## src/rtl/cycle_countdown.sv

```systemverilog
// Loadable down-counter that times a phase and pulses done at terminal count.
// Define COUNTDOWN_AUTORELOAD_EN to restart from the last loaded value at terminal count.
module cycle_countdown #(
    parameter int WIDTH = 8
) (
    input  logic             clk,
    input  logic             rst_n,
    input  logic             load_valid,
    input  logic [WIDTH-1:0] load_value,
    output logic             load_ready,
    input  logic             pause,
    input  logic             cancel,
    output logic [WIDTH-1:0] Q,
    output logic             busy,
    output logic             done
);

    // Load handshake: a load transfers on a rising edge where load_valid && load_ready.
    // load_ready depends on the state register only; the source holds load_valid until then.
    typedef enum logic {
        IDLE = 1'b0,
        RUN  = 1'b1
    } state_t;

    state_t           state_q, state_d;
    logic [WIDTH-1:0] q_d;
    logic [WIDTH-1:0] reload_q, reload_d;
    logic             done_d;

    // busy is the state register itself, so it also serves as the FSM debug view.
    assign busy       = (state_q == RUN);
    assign load_ready = (state_q == IDLE);

    always_ff @(posedge clk or negedge rst_n) begin
        if (!rst_n) begin
            state_q  <= IDLE;
            Q        <= '0;
            reload_q <= '0;
            done     <= 1'b0;
        end else begin
            state_q  <= state_d;
            Q        <= q_d;
            reload_q <= reload_d;
            done     <= done_d;
        end
    end

    always_comb begin
        state_d  = state_q;
        q_d      = Q;
        reload_d = reload_q;
        done_d   = 1'b0;
        case (state_q)
            IDLE: begin
                if (load_valid) begin
                    if (load_value == '0) begin
                        done_d = 1'b1;
                    end else begin
                        q_d      = load_value;
                        reload_d = load_value;
                        state_d  = RUN;
                    end
                end
            end
            RUN: begin
                if (cancel) begin
                    q_d     = '0;
                    state_d = IDLE;
                end else if (!pause) begin
                    // Terminal test at Q=1 keeps the decrement from wrapping.
                    if (Q == WIDTH'(1)) begin
                        done_d = 1'b1;
`ifdef COUNTDOWN_AUTORELOAD_EN
                        q_d    = reload_q;
`else
                        q_d     = '0;
                        state_d = IDLE;
`endif
                    end else begin
                        q_d = Q - WIDTH'(1);
                    end
                end
            end
            default: begin
                q_d     = '0;
                state_d = IDLE;
            end
        endcase
    end

endmodule
```

## config.mk

```make
export PLATFORM = sky130hd
export DESIGN_NAME = cycle_countdown
export DESIGN_NICKNAME = d
export VERILOG_FILES = /design/src/rtl/cycle_countdown.sv
export SDC_FILE = /design/constraint.sdc
export NUM_CORES = 1
export LEC_CHECK = 0
export ABC_AREA = 1
export CAP_MARGIN = 20
export CORE_AREA = 2 2 49 51
export DETAILED_ROUTE_END_ITERATION = 8
export DIE_AREA = 0 0 51 53
export PLACE_DENSITY_LB_ADDON = 0.25
export SLEW_MARGIN = 20
export SYNTH_ARGS = -nofsm -noshare
export SYNTH_HDL_FRONTEND = slang
export SYNTH_SLANG_ARGS = --single-unit
```

## constraint.sdc

```tcl
create_clock -name clk -period 3.2 [get_ports clk]
set_input_delay 0.48 -clock clk [delete_from_list [all_inputs] [get_ports clk]]
set_output_delay 0.48 -clock clk [all_outputs]
set_load 0.05 [all_outputs]
```

==> flow_summary.toml, run 1 <==
[global_routing]
grt_max_degree = 15
antenna_found_initial = 0
grt_pass1_vias = 697
grt_pass1_wl_um = 2918
grtUsageTotal_pct = 14.60
overflow = 0

[sta]
fmaxAchievable_mhz = 462.9
fin_skew_ns = 0.001838
tns_ns = 0
worst_slew_pin_slew_ns = 0.5012
rsz0062_at_grt = "no"
drv_slew = 0
fin_crit_ns = 2.160
setup_viol = 0
report.final.hold_viol_count = 0
fin_crit_sh_pct = 67.51
slew_headroom_pct = 66.48

[clocking]
cts-hold-fix-buffers = 0
cts_max_path_buffers = 2
clock-sinks = 10
cts_setup_buffers = 0
clock_latency_ns = 0.27
cts-root-buf = "clkbuf_4"
htree_levels = 1
cts_buffers = 3
cts_tree = "built"
cts_resized = 0
clk_pin_slew_worst_paths_ns = 0.07

[worst_setup_path]
cp-start-kind = "flop"
r2r.worst_path.cells = 6
path_cells = "inv_2 -> clkdlybuf4s50_1"
crit_arrival_ns = 1.68
slowest_delay_ns = 0.83
endpoint_kind = "primary output"
path_max_fanout = 10
slowest_stage = "clkdlybuf4s50_1"
cp_data_required_time_ns = 2.72
worstSetupPathType = "flop to primary output"
cp.depth = 2
path_buf_inv = 2
cp_top_family = "buffers and inverters"

[place]
hpwl_um = 1364
routabilityCongestion = 0.8380
dpl_cell_area_sq_um = 972.2
portBuffers = 23

[drt]
wl_per_cell_um = 10.69
first_pass_iters = 4
drc_errors = 0
vias_per_cell = 4.616
drtIter0Drc = 10
dr_total_vias = 757
wl_um = 1753
drtAntennaViolNets = 0

[power]
ir_drop_uv = 316.0
power.density_nw_per_um2 = 767.5
finalPower_w = 0.0007634
p_seq_share_pct = 27.8
pwr-share-comb_pct = 60.6
p_clk_share_pct = 11.6
switching_share_pct = 52.07
power.switching_w = 0.0003975
p_leak_nw = 0.4814
intPower_w = 0.0003659

[outcome]
status = "completed"

[synthesis]
syn_avg_cell_area_sq_um = 6.414
yosysSeqAreaShare_pct = 35.15
yosys_warnings = 0
synth_nets = 126
yosysUniqueCellTypes = 18
syn_area_sq_um = 711.9
synth.ff_latch_count = 10
synth_cells = 111

[floorplanning]
dieHeight_um = 53
rows = 17
die_area_sq_um = 2703
core-area_sq_um = 2148
start_util_pct = 33.14
ioPinCount = 24
die_x_um = 51

[hold_path]
hold_class = "input port to async pin"

[cells_and_area]
synthToLayoutAreaGrowth_pct = 39.72
fin_nets = 153
fillers = 223
drive_gt1_share_pct = 6.618
antennaDiodeCount = 0
fin_area_sq_um = 994.7

[job]
cap_violations = 0
area by class of cell:
cell class | count | area (sq um) | share of cell area (%)
multi-input cells | 89 | 415.4 | 41.76
flip-flops and latches | 10 | 250.2 | 25.16
repair buffers | 23 | 230.2 | 23.14
inverters | 11 | 41.29 | 4.151
well taps | 28 | 35.03 | 3.522
clock buffers | 3 | 22.52 | 2.264
routing by layer:
layer / global-route usage (%) / up-vias / wire length (um)
li1: - / 397 / -
met1: 18.86 / 327 / 861
met2: 23.59 / 26 / 763
met3: 2.542 / 7 / 92
met4: 6.757 / 0 / 36
met5: 0 / - / 0
state kept, by name (all words and copies together), names as in the netlist:
signal	cells
Q	8
busy	1
done	1
cell families after synthesis:
kind of cell    share of synthesized area [%]
buf+inv                                 6.502
simple gates                            44.99
compound gates                          8.612
flops                                   35.15
fa+ha+maj                               3.514
xor+xnor                                1.230
worst paths after layout:
path / startpoint / to / slack (ns)
worst max-delay path: busy$_DFF_PN0_ / load_ready / 1.04
worst min-delay path: rst_n / Q[4]$_DFFE_PN0P_ / 0.54
worst max register to register: busy$_DFF_PN0_ / Q[7]$_DFFE_PN0P_ / 1.75
worst min register to register: Q[7]$_DFFE_PN0P_ / Q[7]$_DFFE_PN0P_ / 0.60
max in group asynchronous: rst_n / done$_DFF_PN0_ / 2.34
min in group clk: Q[7]$_DFFE_PN0P_ / Q[7]$_DFFE_PN0P_ / 0.60
per-stage QoR:
step                util (%)  hold WS (ns)  std cells  worst slack [ns]
detailed placement     45.25        0.5929        161             1.204
global placement       45.25        0.5999        161             1.248
floorplan                  -        0.1844        111             1.509
global route           46.30        0.5743        164            0.9808
finish                 46.30        0.5364        164             1.040
CTS                    46.30        0.5576        164             1.033
cells in the mapped netlist (all sizes together):
master	number	area, sq um
nor3	1	5.000
or2	1	8.760
dfrtp	10	250.2
nand2	46	172.7
ha	2	25.02
buf	1	5.000
o21ai	10	53.80
inv	11	41.29
nor2	19	92.59
o21bai	1	7.510
nand3	7	35.03
nand4	1	6.260
xor2	1	8.760
layout by cell type, fill, tap and decap left out, types with 2 or more instances in the layout:
cell type and instances:
o21ai_0 4, nor2_1 16, nand2_1 46, nor2_2 2
ha_1 2, o21ai_1 5, inv_1 10, clkdlybuf4s50_1 23
nand3_1 7, clkbuf_4 3, dfrtp_1 10
power by group through the flow:
stage	clock network [W]	logic, W	registers, W
final	0.0000887	0.000462	0.000212
after global routing	0.000100	0.000509	0.000221
after CTS	0.0000931	0.000466	0.000213
after detailed placement	0	0.000465	0.000216
after global placement	0	0.000462	0.000216
after floorplan	0	0.000198	0.000338
Note: power is estimated with default switching activity, not from simulation.
==> run 2: changes to the inputs <==
==> constraint.sdc (replaced) <==
create_clock -name clk -period 2 [get_ports clk]
set_input_delay 0.3 -clock clk [delete_from_list [all_inputs] [get_ports clk]]
set_output_delay 0.3 -clock clk [all_outputs]
set_load 0.05 [all_outputs]
==> run 2 against run 1 <==
  * Clock-buffer cell count unchanged
  * Critical path type unchanged
  * First-iteration DRC count is 20% higher
  * Power grew 60%
  * Highest routed layer unchanged
  * Largest cell class unchanged
  * Die area stayed put
  * Via count unchanged
  * Core utilization decreased by 0.12 points
  * Hold slack worse by 0.17 ns
==> flow_summary.toml, run 2 (same netlist as run 1, synthesis figures left out) <==
[outcome]
status = "completed"

[drt]
wl_per_cell_um = 10.75
top_layer = "met4"
first_pass_iters = 4
met2_wirelength_um = 789
dr_wl_met3_um = 95
dr_total_vias = 757
wl_um = 1763
drt-met1-wl_um = 850
vias_per_cell = 4.616
drtIter0Drc = 12
drtAntennaViolNets = 0
drc_errors = 0

[cells_and_area]
largest_reg_flops = 8
instances_no_fill = 164
drive_gt1_share_pct = 7.353
synthToLayoutAreaGrowth_pct = 39.37
fin_nets = 153
finish.utilization_pct = 46.19
antennaDiodeCount = 0
final_cell_mix = "46 x nand2_1, 22 x clkdlybuf4s50_1, 16 x nor2_1, 10 x dfrtp_1, 10 x inv_1"
top_register = "Q"
final_common_cell = "nand2_1"

[floorplanning]
dieHeight_um = 53
die_x_um = 51
start_util_pct = 33.14
core-area_sq_um = 2148
ioPinCount = 24
die_area_sq_um = 2703
rows = 17

[clocking]
cts-hold-fix-buffers = 0
clk_pin_slew_worst_paths_ns = 0.07
htree_levels = 1
clock-sinks = 10
cts_max_path_buffers = 2
cts_resized = 0
cts-root-buf = "clkbuf_4"
cts_tree = "built"
clock_latency_ns = 0.26
cts_setup_buffers = 0
cts_buffers = 3

[worst_setup_path]
cp-start-kind = "flop"
path_cells = "clkdlybuf4s50_1"
cp-endpoint = "Q[2]"
crit_arrival_ns = 1.55
r2r.worst_path.cells = 6
cp_top_family = "buffers and inverters"
worstSetupPathType = "flop to primary output"
cp_data_required_time_ns = 1.70
slowest_stage = "clkdlybuf4s50_1"
cp.depth = 1
rr_startpoint = "busy$_DFF_PN0_"
slowest_delay_ns = 0.84
path_buf_inv = 1
startpoint = "Q[2]$_DFFE_PN0P_"
r2r_slack_ns = 0.56
path_max_fanout = 5
rr_endpoint = "Q[7]$_DFFE_PN0P_"
endpoint_kind = "primary output"

[sta]
rsz0062_at_grt = "no"
fin_crit_sh_pct = 92.65
drv_slew = 0
tns_ns = 0
fin_crit_ns = 1.853
setup_viol = 0
report.final.hold_viol_count = 0
worst_slew_pin_slew_ns = 0.4966
fmaxAchievable_mhz = 539.7
fin_skew_ns = 0.0007271
slew_headroom_pct = 66.79
holdWs_ns = 0.3641

[power]
ir_drop_uv = 508.6
p_leak_nw = 0.4821
power.density_nw_per_um2 = 1230

[place]
hpwl_um = 1353
place_inst = 161
portBuffers = 23
routabilityCongestion = 0.8362

[global_routing]
grt_pass1_wl_um = 2953
grt_max_degree = 15
overflow = 0
antenna_found_initial = 0
grtUsageTotal_pct = 14.80
grt_pass1_vias = 683

[job]
cap_violations = 0

[hold_path]
hold_class = "input port to async pin"
==> run 2: cell types whose count changed in the layout (fill, tap and decap cells not counted) <==
cell,before,now
buf_4,0,1
clkdlybuf4s50_1,23,22
==> run 2: worst min-delay path by stage <==
stage | cells past startpoint | startpoint | end
floorplan | 0 | rst_n | Q[0]$_DFFE_PN0P_
global placement | 2 | Q[7]$_DFFE_PN0P_ | Q[7]$_DFFE_PN0P_
detailed placement | 2 | Q[7]$_DFFE_PN0P_ | Q[7]$_DFFE_PN0P_
CTS | 1 | rst_n | Q[4]$_DFFE_PN0P_
global route | 1 | rst_n | Q[3]$_DFFE_PN0P_
finish | 1 | rst_n | Q[4]$_DFFE_PN0P_
==> run 2: cell type report <==
cell class | count | area (sq um)
fill | 230 | 1156
multi-input combinational | 89 | 415.4
sequential | 10 | 250.2
timing repair buffer | 23 | 227.7
inverter | 11 | 41.29
tap | 28 | 35.03
clock buffer | 3 | 22.52
==> run 2: routing by layer <==
layer | GRT usage (%) | vias to the layer above
met3 | 2.542 | 5
met4 | 6.757 | 0
met2 | 23.38 | 22
met5 | 0 | -
li1 | - | 396
met1 | 19.65 | 334
==> run 2: report_power, final <==
part	internal [W]	total [W]	switching [W]
clock	0.0000696	0.000141	0.0000713
sequential	0.000261	0.000339	0.0000772
combinational	0.000253	0.000741	0.000487
total	0.000584	0.00122	0.000636
==> run 2: stage by stage <==
step | worst slack, ns | power, W | cell area, sq um
6_report | 0.1470 | 0.001220 | 992.2
5_1_grt | 0.09934 | 0.001324 | 992.2
4_1_cts | 0.1421 | 0.001232 | 992.2
3_5_place_dp | 0.1737 | 0.001087 | 969.7
3_3_place_gp | 0.2456 | 0.001082 | 969.7
2_1_floorplan | 0.3091 | 0.0008572 | 711.9
